<file path="config.mk">
export PLATFORM = sky130hd
export DESIGN_NAME = cmp_arbiter
export DESIGN_NICKNAME = d
export VERILOG_FILES = /design/src/rtl/cmp_pkg.sv /design/src/rtl/rr_arb.sv /design/src/rtl/cmp_arbiter.sv
export SDC_FILE = /design/constraint.sdc
export NUM_CORES = 1
export LEC_CHECK = 0
export ABC_AREA = 1
export CELL_PAD_IN_SITES_DETAIL_PLACEMENT = 2
export CELL_PAD_IN_SITES_GLOBAL_PLACEMENT = 2
export CORE_MARGIN = 2
export CORE_UTILIZATION = 14
export DETAILED_ROUTE_END_ITERATION = 7
export MAX_ROUTING_LAYER = met4
export PLACE_DENSITY_LB_ADDON = 0.1
export RECOVER_POWER = 25
export SYNTH_ARGS = -nofsm -noshare
export SYNTH_HDL_FRONTEND = slang
export SYNTH_HIERARCHICAL = 1
export SYNTH_SLANG_ARGS = --single-unit
</file>
<file path="constraint.sdc">
create_clock -name clk -period 2.5 [get_ports clk]
set_input_delay 0.5 -clock clk [delete_from_list [all_inputs] [get_ports clk]]
set_output_delay 0.5 -clock clk [all_outputs]
set_load 0.02 [all_outputs]
</file>
<file path="src/rtl/cmp_pkg.sv">
`default_nettype none
// ============================================================================
// Module      : cmp_pkg
// Description : Shared types and compare helper for the comparator arbiter.
// Revision    : 1.0 - initial release
// ============================================================================
package cmp_pkg;

   localparam int CMP_XLEN = 32;
   localparam int CMP_ID_W = 2;

   typedef struct packed {
      logic [CMP_XLEN-1:0] a;
      logic [CMP_XLEN-1:0] b;
      logic                sgn;
   } cmp_req_t;

   typedef struct packed {
      logic [CMP_ID_W-1:0] id;
      logic                less;
      logic                equal;
   } cmp_rsp_t;

   // Borrow out of a one-bit-extended subtraction gives a < b for both signednesses.
   function automatic logic cmp_less(input cmp_req_t r);
      logic [CMP_XLEN:0] d;
      d = {r.sgn & r.a[CMP_XLEN-1], r.a} - {r.sgn & r.b[CMP_XLEN-1], r.b};
      return d[CMP_XLEN];
   endfunction

endpackage
`default_nettype wire

</file>
<file path="src/rtl/rr_arb.sv">
`default_nettype none
// ============================================================================
// Module      : rr_arb
// Description : Round-robin arbiter; pointer advances past the winner on en.
// Revision    : 1.0 - initial release
// ============================================================================
module rr_arb
   import cmp_pkg::*;
#(
   parameter int N = 2
) (
   input  logic                 clk,
   input  logic                 rst,
   input  logic [N-1:0]         req,
   input  logic                 en,
   output logic [N-1:0]         grant,
   output logic [$clog2(N)-1:0] grant_idx
);

   localparam int c_idx_w = $clog2(N);

   logic [c_idx_w-1:0] r_ptr;
   logic [c_idx_w:0]   w_pos;
   logic [c_idx_w-1:0] w_idx;
   logic               w_found;

   always_comb begin
      w_idx   = '0;
      w_found = 1'b0;
      w_pos   = '0;
      for (int k = 0; k < N; k++) begin
         w_pos = {1'b0, r_ptr} + (c_idx_w+1)'(k);
         if (w_pos >= (c_idx_w+1)'(N)) begin
            w_pos = w_pos - (c_idx_w+1)'(N);
         end
         if (!w_found && req[w_pos[c_idx_w-1:0]]) begin
            w_found = 1'b1;
            w_idx   = w_pos[c_idx_w-1:0];
         end
      end
   end

   assign grant     = w_found ? (N'(1) << w_idx) : '0;
   assign grant_idx = w_idx;

   always_ff @(posedge clk) begin
      if (rst) begin
         r_ptr <= '0;
      end else if (en && w_found) begin
         r_ptr <= (w_idx == c_idx_w'(N-1)) ? '0 : w_idx + 1'b1;
      end
   end

endmodule
`default_nettype wire

</file>
<file path="src/rtl/cmp_arbiter.sv">
`default_nettype none
// ============================================================================
// Module      : cmp_arbiter
// Description : One shared 32-bit comparator, round-robin among N requesters.
// Revision    : 1.0 - initial release
// ============================================================================
module cmp_arbiter
   import cmp_pkg::*;
#(
   parameter int N_REQ = 2,
   parameter int XLEN  = CMP_XLEN
) (
   input  logic                     clk,
   input  logic                     rst,
   input  logic [N_REQ-1:0]         req_valid,
   output logic [N_REQ-1:0]         req_ready,
   input  logic [N_REQ*XLEN-1:0]    req_a,
   input  logic [N_REQ*XLEN-1:0]    req_b,
   input  logic [N_REQ-1:0]         req_sgn,
   output logic                     rsp_valid,
   input  logic                     rsp_ready,
   output logic [$clog2(N_REQ)-1:0] rsp_id,
   output logic                     rsp_less,
   output logic                     rsp_equal
);

   localparam int c_id_w = $clog2(N_REQ);

   logic              w_accept_en;
   logic              w_accept;
   logic [N_REQ-1:0]  w_grant;
   logic [c_id_w-1:0] w_grant_idx;
   cmp_req_t          w_sel;
   cmp_rsp_t          r_rsp;
   logic              r_rsp_valid;

   // Slot is free when empty or being drained this cycle; reset blocks all handshakes.
   assign w_accept_en = !rst && (!r_rsp_valid || rsp_ready);

   rr_arb #(
      .N         (N_REQ)
   ) u_arb (
      .clk       (clk),
      .rst       (rst),
      .req       (req_valid),
      .en        (w_accept_en),
      .grant     (w_grant),
      .grant_idx (w_grant_idx)
   );

   assign req_ready = w_grant & {N_REQ{w_accept_en}};
   assign w_accept  = |req_ready;

   always_comb begin
      w_sel     = '0;
      w_sel.a   = req_a[w_grant_idx*XLEN +: XLEN];
      w_sel.b   = req_b[w_grant_idx*XLEN +: XLEN];
      w_sel.sgn = req_sgn[w_grant_idx];
   end

   always_ff @(posedge clk) begin
      if (rst) begin
         r_rsp_valid <= 1'b0;
         r_rsp       <= '0;
      end else if (w_accept) begin
         r_rsp_valid <= 1'b1;
         r_rsp.id    <= CMP_ID_W'(w_grant_idx);
         r_rsp.less  <= cmp_less(w_sel);
         r_rsp.equal <= (w_sel.a == w_sel.b);
      end else if (rsp_ready) begin
         r_rsp_valid <= 1'b0;
      end
   end

   assign rsp_valid = r_rsp_valid;
   assign rsp_id    = r_rsp.id[c_id_w-1:0];
   assign rsp_less  = r_rsp.less;
   assign rsp_equal = r_rsp.equal;

   generate
      if (c_id_w < CMP_ID_W) begin : g_id_trim
         logic w_unused_id;
         assign w_unused_id = ^r_rsp.id[CMP_ID_W-1:c_id_w];
      end
   endgenerate

endmodule
`default_nettype wire
</file>
==> results.json, run 1 <==
{
  "status": "finished clean",
  "place.port_buffers": 140,
  "grt.overflow.total": 0,
  "grt_pass1_vias": 2635,
  "yosysMostFrequentCell": "nand2_1",
  "synth_top_cell_area_share_pct": 22.96,
  "fin_skew_ns": 0.0005711,
  "layout_setup_ws_ns": 0.008645,
  "yosys_warnings": 6,
  "area_delta_synth_final_pct": 134.8,
  "drv_cap": 0,
  "wl_met3_um": 595,
  "path_class": "input port to flop",
  "pin_count": 141,
  "crit_path_end_kind": "flop",
  "arrival_ns": 2.67,
  "synthTopCellsByArea": "ha_1 (23%), mux2_2 (20%), mux2i_1 (18%), nand2_1 (11%), dfxtp_1 (5.7%)",
  "wl_met1_um": 3188,
  "cts-root-buf": "clkbuf_16",
  "rsz0062_at_grt": "yes",
  "vdd_drop_max_v": 0.0001453,
  "multi_input_area_um2": 1714,
  "grt_max_degree": 12,
  "wl_per_cell_um": 13.68,
  "cts_hold_buf": 0,
  "htree_num_levels": 1,
  "routed.top_layer": "met4",
  "regArea_um2": 101.3,
  "num_antenna_cells": 0,
  "start_util_pct": 14.46,
  "hold_class": "flop to flop",
  "gp_congestion": 0.6466,
  "placed_area_um2": 3531,
  "final_area_um2": 4095,
  "worst_pin_slew_ns": 0.2561,
  "cts_sinks": 5,
  "wl_met2_um": 4100,
  "slew_violations": 0,
  "fin_crit_ns": 2.491,
  "layout.nets": 580,
  "rows": 40,
  "worst_slew_margin_rel_pct": 82.44,
  "drt-initial-drc-count": 36,
  "ant_nets": 0,
  "worstPathMaxFanout": 6,
  "fin_util_pct": 33.95,
  "synth_common_cells": "nand2_1 (49), ha_1 (32), mux2_2 (31), mux2i_1 (31), inv_1 (23)",
  "fp.dieH_um": 115.6,
  "dr.pass1.iters": 3,
  "powerDensity_nw_per_um2": 287.2,
  "synthCells": 234,
  "synth.cell_area_um2": 1744,
  "hpwl_um": 6430,
  "max_freq_mhz": 401.4,
  "die_w_um": 115.6,
  "syn_nets": 401,
  "crit_required_ns": 2.68,
  "synth_seq_area_share_pct": 5.739,
  "p_leak_uw": 0.001755,
  "antenna_found_initial": 0,
  "synth.avg_cell_area_um2": 7.454,
  "viasPerCell": 3.978,
  "fin_crit_sh_pct": 99.65,
  "dp_worst_setup_slack_ns": -0.7914,
  "cts_tree": "built",
  "wl_um": 7936,
  "clockBufferDepth": 2,
  "yosysTopAreaCell": "ha_1",
  "ys_types": 19,
  "die-area_um2": 13370,
  "synth-edff-count": 0,
  "setup_violations": 0,
  "nFillCells": 1356,
  "cp-start-kind": "input port",
  "cts_buffers": 3,
  "grt_util_all_layers_pct": 12.03,
  "grt_pass1_wl_um": 12250,
  "drc": 0,
  "synth-seq-cells": 5,
  "async_reset_ff_share_pct": 0,
  "vias": 2307,
  "core_um2": 12060,
  "insertion_delay_ns": 0.23,
  "drive_gt1_share_pct": 27.43,
  "synth_top_flop_cell": "dfxtp_1",
  "clkTransAtPathRegs_ns": 0.03,
  "power_uw": 1176,
  "hold_violations": 0
}
## flip-flops by register name, summed over array words and instances (netlist names)
register,cells
rsp_id,1
rsp_less,1
rsp_valid,1
rsp_equal,1
u_arb/r_ptr,1
## path summary, 6_finish.rpt
check / startpoint / endpoint / slack [ns] / cells past startpoint
worst max-delay path: req_valid[0] / rsp_less / 0.009 / 17
worst min-delay path: rsp_id / rsp_id / 0.49 / 2
worst max register to register: u_arb/r_ptr / rsp_less / 0.02 / 17
worst min register to register: rsp_id / rsp_id / 0.49 / 2
## repair_timing
item / CTS / global route
endpoints found under the setup margin: 4 / 3
pin swaps: 22 / 17
buffers inserted: 9 / 4
gates cloned: 4 / 0
gates resized for setup: 49 / 18
## routing by layer
metal / vias to the layer above / track usage [%]
met4: 0 / 2.143
met5: - / -
met1: 1055 / 13.40
li1: 1161 / -
met3: 4 / 2.720
met2: 87 / 22.14
## area by class of cell
type | instances | share of cell area [%]
clock buffers | 4 | 1.925
flip-flops and latches | 5 | 2.475
repair buffers | 181 | 46.50
inverters | 23 | 2.108
multi-input cells | 199 | 41.86
well taps | 168 | 5.133
## power by group
group | internal, µW | leakage, µW | switching, µW | total, µW
clock network | 212 | 0.0000382 | 59.0 | 271
logic | 504 | 0.00167 | 309 | 813
registers | 88.4 | 0.0000417 | 3.82 | 92.2
total | 804 | 0.00175 | 372 | 1180
## placed cells by master (no fill, tap or decap), drive strengths merged
cell type / instances
o21a: 2
a21o: 1
inv: 23
mux2i: 31
xor2: 1
nand4: 2
nor2: 21
buf: 43
a21oi: 16
dlygate4sd3: 1
clkdlybuf4s50: 135
nand2: 49
mux2: 31
dlygate4sd2: 1
clkbuf: 4
a21boi: 2
nand3: 4
dfxtp: 5
dlymetal6s2s: 1
ha: 32
o21ai: 7
## stage by stage
| stage | hold WS [ns] | TNS [ns] | instances |
|---|---|---|---|
| after global routing | 0.5302 | -0.2498 | 580 |
| after global placement | 0.4549 | -1.709 | 559 |
| after floorplan | 0.4373 | 0 | 234 |
| after CTS | 0.4747 | -0.05945 | 576 |
| after detailed placement | 0.4572 | -1.878 | 559 |
| final | 0.4929 | 0 | 580 |
## worst max-delay path: stages
cell and delay [ns]:
buf_6 0.10, a21boi_4 0.16, buf_12 0.17, buf_12 0.11
buf_16 0.12, buf_6 0.13, mux2i_1 0.21, ha_1 0.28
a21oi_1 0.16, o21a_1 0.13, nand2_1 0.06, a21oi_2 0.15
buf_4 0.12, nand3_1 0.09, nand3_2 0.08, nand2_1 0.05
inv_1 0.04
## kinds of logic (layout without fill, tap and decap cells)
| family | after synthesis | count (layout) | synth area share (%) |
|---|---|---|---|
| xor gates and xnor gates | 1 | 1 | 0.5022 |
| and+or+nand+nor | 76 | 76 | 16.93 |
| muxes | 62 | 62 | 37.80 |
| DFF | 5 | 5 | 5.739 |
| buffers and inverters | 30 | 208 | 7.102 |
| AOI/OAI and AO/OA | 28 | 28 | 8.967 |
| adders and majority gates | 32 | 32 | 22.96 |
Power figures use the tool's default switching activity.
==> inputs of run 2 (changes only) <==
GPL_ROUTABILITY_DRIVEN = 0   (was not set)
MAX_ROUTING_LAYER = not set   (was met4)
==> results.json, run 2 (same netlist as run 1, synthesis figures left out) <==
{
  "clockBufferDepth": 2,
  "grt_pass1_wl_um": 12250,
  "cts_sinks": 5,
  "wl_per_cell_um": 13.70,
  "final_cell_mix": "clkdlybuf4s50_1 (135), nand2_1 (44), mux2_2 (29)",
  "layout.nets": 580,
  "worstPathMaxFanout": 6,
  "num_antenna_cells": 0,
  "layout_setup_ws_ns": 0.008577,
  "slowest_delay_ns": 0.28,
  "cp-startpoint": "req_valid[0]",
  "powerDensity_nw_per_um2": 287.3,
  "rsz0062_at_grt": "yes",
  "drc": 0,
  "htree_num_levels": 1,
  "start_util_pct": 14.46,
  "grt_pass1_vias": 2631,
  "crit_path_end_kind": "flop",
  "routed.top_layer": "met4",
  "arrival_ns": 2.67,
  "insertion_delay_ns": 0.23,
  "wl_met3_um": 647,
  "grt_max_degree": 12,
  "drv_cap": 0,
  "dp.cells": 559,
  "wl_met1_um": 3144,
  "grt_util_all_layers_pct": 11.68,
  "final_cells": 580,
  "p_leak_uw": 0.001755,
  "clkTransAtPathRegs_ns": 0.03,
  "path_class": "input port to flop",
  "cts_tree": "built",
  "fp.dieH_um": 115.6,
  "max_freq_mhz": 401.4,
  "core_um2": 12060,
  "area_delta_synth_final_pct": 134.8,
  "place.port_buffers": 140,
  "final_common_cell": "clkdlybuf4s50_1",
  "drt-initial-drc-count": 35,
  "crit_required_ns": 2.68,
  "timing.hold.ws_ns": 0.4929,
  "die_w_um": 115.6,
  "cts-root-buf": "clkbuf_16",
  "antenna_found_initial": 0,
  "pin_count": 141,
  "fin_crit_ns": 2.491,
  "wl_met2_um": 4100,
  "die-area_um2": 13370,
  "wl_um": 7946,
  "reg2reg_from": "u_arb/r_ptr",
  "vdd_drop_max_v": 0.0001453,
  "ant_nets": 0,
  "hold_violations": 0,
  "cts_buffers": 3,
  "dp_worst_setup_slack_ns": -0.7914,
  "rows": 40,
  "setup_violations": 0,
  "hold_path_startpoint": "rsp_id",
  "hold_class": "flop to flop",
  "cp-start-kind": "input port",
  "vias": 2306,
  "grt.overflow.total": 0,
  "worst_pin_slew_ns": 0.2561,
  "crit_path_cell_trace": "buf_6 > a21boi_4 > buf_12 > buf_12 > buf_16 > buf_6 > mux2i_1 > ha_1 > a21oi_1 > o21a_1 > nand2_1 > a21oi_2 > buf_4 > nand3_1 > nand3_2 > nand2_1 > inv_1",
  "worst_slew_margin_rel_pct": 82.44,
  "status": "finished clean",
  "fin_crit_sh_pct": 99.66,
  "fin_skew_ns": 0.0005733,
  "hpwl_um": 6430,
  "fin_util_pct": 33.95,
  "drive_gt1_share_pct": 27.43,
  "dr.pass1.iters": 3,
  "cp_slowest_cell": "ha_1",
  "slew_violations": 0,
  "setup_tns_ns": 0,
  "viasPerCell": 3.976
}
-- run 2: per-layer routing --
metal	global-route usage, %	up-vias
li1	-	1161
met1	13.12	1054
met2	22.14	87
met3	3.190	4
met4	2.143	0
met5	0	-
-- run 2: per-stage QoR --
stage	total power, µW	cell area, µm²
3_3_place_gp	747.1	3531
4_1_cts	1165	4010
3_5_place_dp	763.0	3531
5_1_grt	1279	4095
6_report	1176	4095
2_1_floorplan	403.2	1755
-- run 2: cell type report --
cell class / count / area, µm²
Multi-Input combinational cell: 199 / 1714
Clock buffer: 4 / 78.83
Tap cell: 168 / 210.2
Sequential cell: 5 / 101.3
Fill cell: 1356 / 7966
Inverter: 23 / 86.33
Timing Repair Buffer: 181 / 1904
-- run 2: worst max-delay path: cells and delay by family --
| family | cells | cell delay, ns |
|---|---|---|
| mux | 1 | 0.21 |
| fa+ha+maj | 1 | 0.28 |
| buf+inv | 7 | 0.79 |
| simple gates | 4 | 0.28 |
| compound gates | 4 | 0.60 |
-- run 2: what timing repair did --
| action | 4_1_cts | 5_1_grt |
|---|---|---|
| pin swaps | 22 | 17 |
| setup endpoints to repair | 4 | 3 |
| hold endpoints to repair | 0 | 0 |
| cloned | 4 | 0 |
| gates resized for setup | 49 | 18 |
| buffers inserted | 9 | 4 |
| hold buffers | 0 | 0 |
-- run 2: final timing paths --
path         slack [ns]  cells past startpoint       end
max reg2reg        0.02                     17  rsp_less
max               0.009                     17  rsp_less
min reg2reg        0.49                      2    rsp_id
min                0.49                      2    rsp_id
-- run 2: report_power, final --
part | total [µW] | switching (µW) | internal, µW
combinational | 813 | 309 | 504
sequential | 92.2 | 3.81 | 88.4
clock | 271 | 59.1 | 212
==> inputs of run 3 (changes only) <==
MAX_ROUTING_LAYER = met4   (was not set)
SKIP_CTS_REPAIR_TIMING = 1   (was not set)
==> results.json, run 3 (same netlist as run 1, synthesis figures left out) <==
{
  "p_clk_share_pct": 22.3,
  "vias": 2289,
  "setup_tns_ns": -0.01291,
  "place.port_buffers": 140,
  "grt.overflow.total": 0,
  "final_common_cell": "clkdlybuf4s50_1",
  "fp.dieH_um": 115.6,
  "layout.nets": 575,
  "grt_pass1_vias": 2489,
  "drt-initial-drc-count": 32,
  "insertion_delay_ns": 0.23,
  "arrival_ns": 2.69,
  "drc": 0,
  "wl_um": 7947,
  "fin_util_pct": 34.80,
  "p_sw_share_pct": 32.45,
  "antenna_found_initial": 0,
  "path_class": "input port to flop",
  "clkTransAtPathRegs_ns": 0.03,
  "cp_common_cell": "buf_8",
  "fin_crit_sh_pct": 100.5,
  "grt_max_degree": 25,
  "worst_pin_slew_ns": 0.2747,
  "cts-root-buf": "clkbuf_16",
  "wl_per_cell_um": 13.82,
  "status": "complete, but fails checks",
  "rows": 40,
  "viasPerCell": 3.981,
  "crit_path_cell_trace": "clkbuf_2 > a21boi_4 > buf_12 > buf_8 > clkbuf_16 > buf_8 > mux2i_4 > ha_4 > a21oi_2 > o21a_1 > nand2_2 > a21oi_4 > buf_4 > nand3_1 > nand3_2 > nand2_1 > inv_1",
  "hpwl_um": 6430,
  "dp.cells": 559,
  "worstPathMaxFanout": 6,
  "fin_crit_ns": 2.513,
  "layout_setup_ws_ns": -0.01291,
  "cts_tree": "built",
  "max_freq_mhz": 397.9,
  "final_cell_mix": "clkdlybuf4s50_1 (136), nand2_1 (38), mux2i_1 (22)",
  "crit_required_ns": 2.68,
  "cts_sinks": 5,
  "hold_violations": 0,
  "fin_skew_ns": 0.0008568,
  "pwr-share-comb_pct": 70.1,
  "slowest_delay_ns": 0.25,
  "seq_power_share_pct": 7.6,
  "power_uw": 1213,
  "hold_class": "flop to flop",
  "cts_buffers": 3,
  "timing.hold.ws_ns": 0.4721,
  "core_um2": 12060,
  "drive_gt1_share_pct": 31.70,
  "worst_slew_margin_rel_pct": 81.16,
  "cp-start-kind": "input port",
  "crit_path_end_kind": "flop",
  "grt_pass1_wl_um": 11030,
  "start_util_pct": 14.46,
  "violations": "setup timing",
  "p_int_uw": 819.2,
  "pin_count": 141,
  "dr.pass1.iters": 4,
  "ant_nets": 0,
  "final_cells": 575,
  "die_w_um": 115.6,
  "die-area_um2": 13370,
  "num_antenna_cells": 0,
  "cp_slowest_cell": "mux2i_4",
  "rsz0062_at_grt": "yes",
  "setup_violations": 1,
  "p_leak_uw": 0.001766,
  "grt_util_all_layers_pct": 10.59,
  "nFillCells": 1330,
  "drv_cap": 0,
  "slew_violations": 0,
  "power.switching_uw": 393.6,
  "powerDensity_nw_per_um2": 288.9,
  "vdd_drop_max_v": 0.0001442,
  "clockBufferDepth": 2,
  "area_delta_synth_final_pct": 140.7,
  "htree_num_levels": 1
}
-- run 3: changes by cell type in the layout (fill, tap and decap cells not counted), moves of 6 or more --
cell	previous run	this run
ha_1	26	17
ha_4	5	14
mux2_2	29	21
mux2_4	2	10
nand2_1	44	38
-- run 3: final cells by class --
type / instances / area [µm²] / area share [%]
clock buffers: 4 / 78.83 / 1.878
inverters: 23 / 86.33 / 2.057
multi-input cells: 199 / 1916 / 45.63
flip-flops and latches: 5 / 101.3 / 2.414
well taps: 168 / 210.2 / 5.007
repair buffers: 176 / 1805 / 43.01
-- run 3: through the flow --
stage,setup WS [ns],instance area [µm²]
floorplan,0.003660,1755
global placement,-0.7079,3531
global route,-0.1830,4198
finish,-0.01291,4198
detailed placement,-0.7914,3531
CTS,-0.5650,3610
-- run 3: worst paths after layout --
path	from	to	slack [ns]	cells after the start
min reg2reg	u_arb/r_ptr	u_arb/r_ptr	0.47	2
max	req_valid[1]	rsp_less	-0.01	17
max reg2reg	u_arb/r_ptr	rsp_less	0	17
min	u_arb/r_ptr	u_arb/r_ptr	0.47	2
-- run 3: power groups by stage --
stage / Combinational, µW / Sequential, µW / Clock [µW]
6_report: 850 / 92.2 / 270
4_1_cts: 676 / 91.9 / 276
2_1_floorplan: 302 / 101 / 0
3_5_place_dp: 670 / 92.9 / 0
5_1_grt: 940 / 93.2 / 282
3_3_place_gp: 654 / 92.8 / 0
-- run 3: critical path: cells and delay by family --
family	cells	cell delay (ns)
AND/OR/NAND/NOR	4	0.25
multiplexers	1	0.25
adder cells (fa/ha/maj)	1	0.24
AO/OA/AOI/OAI	4	0.61
buffers and inverters	7	0.81
-- run 3: routing by layer --
layer  vias to the layer above  part of all wire, %  track usage, %
met2                        87                   51           18.79
li1                       1151                    -               -
met3                         4                  7.5           2.667
met4                         0                 0.67           2.143
met1                      1047                   41           12.09
met5                         -                    0               -
